===== src/rtl/booth_product_accumulator.sv =====
// booth_product_accumulator
// Sums a stream of signed multiplier products into a wide signed accumulator.
// Overflow either saturates or wraps, and a sticky flag records it. The finished
// sum, its term count and the overflow flag are offered on an output handshake.
// The block takes one term per cycle and needs one drain cycle per sum.
module booth_product_accumulator #(
    parameter int PROD_W   = 64,
    parameter int ACC_W    = 72,
    parameter int CNT_W    = 16,
    parameter bit SATURATE = 1'b1
) (
    input  logic              clk_i,
    input  logic              rst_i,
    input  logic              clear_i,
    input  logic              in_valid_i,
    output logic              in_ready_o,
    input  logic [PROD_W-1:0] in_product_i,
    input  logic              in_last_i,
    output logic              out_valid_o,
    input  logic              out_ready_i,
    output logic [ACC_W-1:0]  out_acc_o,
    output logic [CNT_W-1:0]  out_count_o,
    output logic              out_overflow_o
);

    // The accumulator must hold at least one full product.
    generate
        if (ACC_W < PROD_W) begin : g_width_check
            $error("booth_product_accumulator: ACC_W must be >= PROD_W");
        end
    endgenerate

    typedef enum logic {
        ST_ACCUM = 1'b0,
        ST_DRAIN = 1'b1
    } state_t;

    state_t             state_q;
    logic [ACC_W-1:0]   acc_q;
    logic [ACC_W-1:0]   acc_d;
    logic [CNT_W-1:0]   count_q;
    logic [CNT_W-1:0]   count_d;
    logic               ovf_q;
    logic               ovf_d;
    logic               valid_q;

    logic [ACC_W:0]     sum_full;
    logic               sum_ovf;
    logic               accept;
    logic               drain_fire;

    // clear blocks acceptance in the same cycle so a flushed term is never counted.
    assign in_ready_o = (state_q == ST_ACCUM) && !clear_i;
    assign accept     = in_valid_i && in_ready_o;
    assign drain_fire = valid_q && out_ready_i;

    // One guard bit above the accumulator. When the top two bits differ, the true
    // sum does not fit in ACC_W bits.
    assign sum_full = {acc_q[ACC_W-1], acc_q}
                    + {{(ACC_W+1-PROD_W){in_product_i[PROD_W-1]}}, in_product_i};
    assign sum_ovf  = sum_full[ACC_W] ^ sum_full[ACC_W-1];

    // Next accumulator, count and overflow values for an accepted term.
    always_comb begin
        acc_d = sum_full[ACC_W-1:0];
        if (SATURATE && sum_ovf) begin
            // The guard bit holds the true sign, so it selects which rail to clamp to.
            acc_d = sum_full[ACC_W] ? {1'b1, {(ACC_W-1){1'b0}}}
                                    : {1'b0, {(ACC_W-1){1'b1}}};
        end
        ovf_d   = ovf_q | sum_ovf;
        count_d = (&count_q) ? count_q : count_q + CNT_W'(1);
    end

    // Two-state control with registered outputs. Outputs freeze in DRAIN until the handshake.
    always_ff @(posedge clk_i or posedge rst_i) begin
        if (rst_i) begin
            state_q <= ST_ACCUM;
            acc_q   <= '0;
            count_q <= '0;
            ovf_q   <= 1'b0;
            valid_q <= 1'b0;
        end else if (clear_i) begin
            state_q <= ST_ACCUM;
            acc_q   <= '0;
            count_q <= '0;
            ovf_q   <= 1'b0;
            valid_q <= 1'b0;
        end else begin
            case (state_q)
                ST_ACCUM: begin
                    if (accept) begin
                        acc_q   <= acc_d;
                        count_q <= count_d;
                        ovf_q   <= ovf_d;
                        if (in_last_i) begin
                            state_q <= ST_DRAIN;
                            valid_q <= 1'b1;
                        end
                    end
                end
                ST_DRAIN: begin
                    if (drain_fire) begin
                        state_q <= ST_ACCUM;
                        acc_q   <= '0;
                        count_q <= '0;
                        ovf_q   <= 1'b0;
                        valid_q <= 1'b0;
                    end
                end
                default: begin
                    state_q <= ST_ACCUM;
                    valid_q <= 1'b0;
                end
            endcase
        end
    end

    assign out_valid_o    = valid_q;
    assign out_acc_o      = acc_q;
    assign out_count_o    = count_q;
    assign out_overflow_o = ovf_q;

endmodule


===== config.mk =====
export PLATFORM = sky130hd
export DESIGN_NAME = booth_product_accumulator
export DESIGN_NICKNAME = d
export VERILOG_FILES = /design/src/rtl/booth_product_accumulator.sv
export SDC_FILE = /design/constraint.sdc
export NUM_CORES = 1
export LEC_CHECK = 0
export ABC_AREA = 1
export ABC_CLOCK_PERIOD_IN_PS = 2700
export CORE_UTILIZATION = 50
export CTS_CLUSTER_SIZE = 20
export DETAILED_ROUTE_END_ITERATION = 16
export HOLD_SLACK_MARGIN = 0.06
export PLACE_DENSITY = 0.77
export REMOVE_ABC_BUFFERS = 1
export SYNTH_ARGS = -nofsm -noshare
export SYNTH_HDL_FRONTEND = slang
export SYNTH_SLANG_ARGS = --single-unit

===== constraint.sdc =====
create_clock -name clk_i -period 2.7 [get_ports clk_i]
set_input_delay 0.54 -clock clk_i [delete_from_list [all_inputs] [get_ports clk_i]]
set_output_delay 0.54 -clock clk_i [all_outputs]
set_load 0.01 [all_outputs]

==> results.json, run 1 <==
{
  "status": "aborted with a tool error",
  "stop_stage": "5_1_grt",
  "firstError": "[ERROR GRT-0232] Routing congestion too high. Check the congestion heatmap in the GUI.",
  "muxShareOfSynthArea": 0,
  "cts_buffers": 9,
  "synth_xor_area_frac": 0.0495,
  "die_w_um": 140,
  "avgSynthCellArea_um2": 6.18,
  "grt_max_degree": 73,
  "synth.distinct_cells": 42,
  "grt_repair_worst_endpoint": "out_acc_o[1]$_DFFE_PP0P_/D",
  "yosysWarnings": 0,
  "cts_root_buffer": "clkbuf_16",
  "rows": 50,
  "synth.area.top_cells": "dfrtp_1 24%, nand2_1 20%, ha_1 9.6%",
  "syn_area_um2": 9560,
  "yosysTopAreaCell": "dfrtp_1",
  "fp.dieH_um": 140,
  "ctsHtreeMaxLevel": 3,
  "ys_seq_area_frac": 0.238,
  "synth-seq-cells": 91,
  "port_buffers": 160,
  "synth_top_area_share": 0.238,
  "overflow": 246,
  "synthFlopType": "dfrtp_1",
  "clock_path_buffers": 2,
  "synth_compound_area_frac": 0.157,
  "postSynthCellCount": 1548,
  "hpwl_um": 31500,
  "synth-async-reset-ratio": 1.00,
  "place.gp.congestion": 1.02,
  "yosysMostFrequentCell": "nand2_1",
  "start_util": 0.511,
  "synth_edf_count": 0,
  "grt_usage": 0.753,
  "ys_top_cells_by_count": "512 x nand2_1, 198 x nor2_1, 172 x inv_1",
  "io_pins": 161,
  "cts_sinks": 91,
  "synthAdderAreaFrac": 0.0976,
  "synth_top_family_by_area": "simple AND/OR/NAND/NOR gates",
  "synth-simple-area-share": 0.373,
  "worst-endpoint-pin-kind": "sequential cell input",
  "holdBufCountCts": 0
}
## per-layer routing
| layer | GRT usage | overflow |
|---|---|---|
| met1 | 0.744 | 4 |
| met2 | 0.977 | 150 |
| met3 | 0.565 | 9 |
| met4 | 0.733 | 80 |
| met5 | 0.178 | 3 |
## kinds of logic after synthesis
family / Yosys count
AO/OA/AOI/OAI: 260
XOR/XNOR: 54
adder cells (fa/ha/maj): 74
buffers and inverters: 207
flip-flops: 91
AND/OR/NAND/NOR: 862
## metrics by stage
step | cells | area [um2] | worst slack, ns
after CTS | 2358 | 15400 | -0.159
after detailed placement | 2335 | 14600 | -0.832
after global placement | 2335 | 14600 | -0.707
after floorplan | 1523 | 9420 | -0.722
## repair_timing
item / CTS
gates cloned: 1
gates resized for setup: 95
pin swaps: 12
setup buffers: 6
setup endpoints to repair: 73
==> run 2, diff against run 1 <==
- ABC_CLOCK_PERIOD_IN_PS: 2700 -> 3500
- CORE_UTILIZATION: 50 -> 40
- CTS_CLUSTER_SIZE: 20 -> default
- HOLD_SLACK_MARGIN: 0.06 -> default
- PLACE_DENSITY: 0.77 -> default
- PLACE_DENSITY_LB_ADDON: default -> 0.15
- clock period: 2.7 -> 3.5 ns (I/O delays scaled with it)
==> results.json, run 2 <==
{
  "highest_layer": "met4",
  "fin_nets": 1938,
  "yosysMostFrequentCell": "nand2_1",
  "seq_power_share": 0.210,
  "period_share": 0.923,
  "ctsHtreeMaxLevel": 3,
  "via_per_inst": 5.08,
  "ys_seq_area_frac": 0.238,
  "clock_path_buffers": 2,
  "yosysWarnings": 0,
  "synthAdderAreaFrac": 0.0976,
  "synth_edf_count": 0,
  "synth_compound_area_frac": 0.157,
  "cts_tree": "done",
  "postSynthCellCount": 1548,
  "cp_max_fo": 35,
  "layout_commonest_cell": "nand2_1",
  "hold_path_class": "reg2reg",
  "finalSetupTns_ns": 0,
  "wire_per_inst_um": 16.6,
  "max-slew-margin-rel": 0.420,
  "rsz0062_at_grt": "false",
  "syn_area_um2": 9560,
  "status": "completed",
  "cts_root_buffer": "clkbuf_16",
  "met1Wirelength_um": 16000,
  "place.gp.congestion": 0.967,
  "routed-wl-met2_um": 16100,
  "totalWireLength_um": 35100,
  "swShare": 0.480,
  "dp_worst_setup_slack_ns": -0.0271,
  "grt_max_degree": 73,
  "p_int_mw": 3.62,
  "synth-seq-cells": 91,
  "fp.dieH_um": 157,
  "final_area_um2": 12600,
  "muxShareOfSynthArea": 0,
  "cts_sinks": 91,
  "path_clk_slew_ns": 0.08,
  "setup_slack_ns": 0.269,
  "layout_common_cells": "511 x nand2_1, 198 x nor2_1, 171 x inv_1, 160 x clkdlybuf4s50_1, 103 x a21oi_1",
  "post_cts_buffers": 0,
  "hold_depth": 2,
  "cellLeakagePower_nw": 6.26,
  "overflow": 0,
  "hpwl_um": 29100,
  "cts_buffers": 9,
  "synth_top_family_by_area": "simple AND/OR/NAND/NOR gates",
  "power_frac_clock": 0.148,
  "comb_power_share": 0.642,
  "synth.area.top_cells": "dfrtp_1 24%, nand2_1 20%, ha_1 9.6%",
  "utilization": 0.536,
  "vias": 10750,
  "dp_cells": 2102,
  "ys_top_cells_by_count": "512 x nand2_1, 198 x nor2_1, 172 x inv_1",
  "max_freq_mhz": 310,
  "coreArea_um2": 23500,
  "setup_violations": 0,
  "switching_power_mw": 3.34,
  "path_class": "in2reg",
  "ir_worst_vdd_uv": 286,
  "max_cap_viol_count": 0,
  "cts-resized-gates": 0,
  "synth-simple-area-share": 0.373,
  "required_ns": 3.76,
  "start_util": 0.407,
  "grt_usage": 0.293,
  "grt_pass1_vias": 10453,
  "drc_errors": 0,
  "worst_pin_slew_ns": 0.869,
  "synth-async-reset-ratio": 1.00,
  "antenna_found_initial": 0,
  "dr.first_iter.drc_count": 661,
  "die_w_um": 157,
  "end_kind": "register",
  "syn_to_final_growth_pct": 31.5,
  "port_buffers": 160,
  "holdBufCountCts": 0,
  "cellPowerDensity_nw_per_um2": 554,
  "synth_xor_area_frac": 0.0495,
  "cp_data_arrival_time_ns": 3.49,
  "fin_worst_skew_ns": 0.0221,
  "insertion_delay_ns": 0.38,
  "synthFlopType": "dfrtp_1",
  "rows": 56,
  "met3_length_um": 2210,
  "first_pass_iters": 6,
  "instances_no_fill": 2118,
  "ant_nets": 0,
  "insertedDiodeCount": 0,
  "period_needed_ns": 3.23,
  "dpl_cell_area_um2": 12300,
  "io_pins": 161,
  "finalHoldViolations": 0,
  "worst_setup_path_start_kind": "input pin",
  "yosysTopAreaCell": "dfrtp_1",
  "largest_reg_flops": 72,
  "maxSlewViolCount": 0,
  "drive_gt1_frac": 0.0895,
  "avgSynthCellArea_um2": 6.18,
  "grt_pass1_wl_um": 55200,
  "finalPower_mw": 6.96,
  "dieArea_um2": 24500,
  "holdWs_ns": 0.515,
  "synth_top_area_share": 0.238,
  "synth.distinct_cells": 42,
  "num-fill-cells": 2449,
  "r2r_cells": 17
}
run 2: cell counts after synthesis:
Identical to the previous run, type by type.
run 2: worst max-delay path: stages:
cell and delay, ns:
clkdlybuf4s50_1 0.41, ha_1 0.35, nand2_1 0.10, o21ai_0 0.59
nand2_1 0.10, nand2_1 0.12, a21oi_1 0.06, nand2_2 0.09
nand2_1 0.08, nand2_1 0.07, nand2_1 0.08, nand2_4 0.11
inv_2 0.06, nand2_4 0.08, nand2_4 0.07, buf_12 0.17
o21ai_1 0.15, nand2_1 0.06
run 2: power by group through the flow:
stage / Clock [mW] / Sequential (mW) / Combinational, mW
2_1_floorplan: 0 / 1.53 / 2.39
3_3_place_gp: 0 / 1.48 / 4.40
3_5_place_dp: 0 / 1.48 / 4.40
4_1_cts: 1.06 / 1.46 / 4.43
5_1_grt: 1.09 / 1.49 / 4.90
6_report: 1.03 / 1.46 / 4.47
run 2: worst paths after layout:
| path | startpoint | endpoint | slack [ns] |
|---|---|---|---|
| setup reg to reg | out_acc_o[39] | out_acc_o[33] | 0.59 |
| setup / recovery | in_product_i[35] | out_acc_o[33] | 0.27 |
| hold reg to reg | out_acc_o[41] | out_acc_o[41] | 0.52 |
| max in group asynchronous | rst_i | out_acc_o[44] | 1.97 |
| min in group asynchronous | rst_i | out_acc_o[4] | 0.78 |
| hold / removal | out_acc_o[41] | out_acc_o[41] | 0.52 |
run 2: cells by family (layout without fill, tap and decap cells):
kind of cell / Yosys count / count (layout)
flops: 91 / 91
compound gates: 260 / 260
simple gates: 862 / 862
xor+xnor: 54 / 54
fa+ha+maj: 74 / 74
buf+inv: 207 / 458
run 2: layout make-up:
cell class,instances,area (um2),share of cell area
Tap cell,319,399,0.0318
Multi-Input combinational cell,1250,6470,0.514
Clock inverter,7,66.3,0.00528
Timing Repair Buffer,260,2450,0.195
Inverter,182,684,0.0544
Sequential cell,91,2280,0.181
Clock buffer,9,225,0.0179
run 2: per-layer routing:
metal  vias up  global-route usage
met3        45              0.0543
met5         -                   0
li1       5498                   -
met1      4912               0.388
met4         0              0.0826
met2       295               0.483
Power figures use the tool's default switching activity.
==> run 3, diff against run 2 <==
- ABC_CLOCK_PERIOD_IN_PS: 3500 -> default
- CTS_CLUSTER_DIAMETER: default -> 50
==> results of run 3 <==
Same layout as run 2: the final DEF is identical, and so are final timing and power.
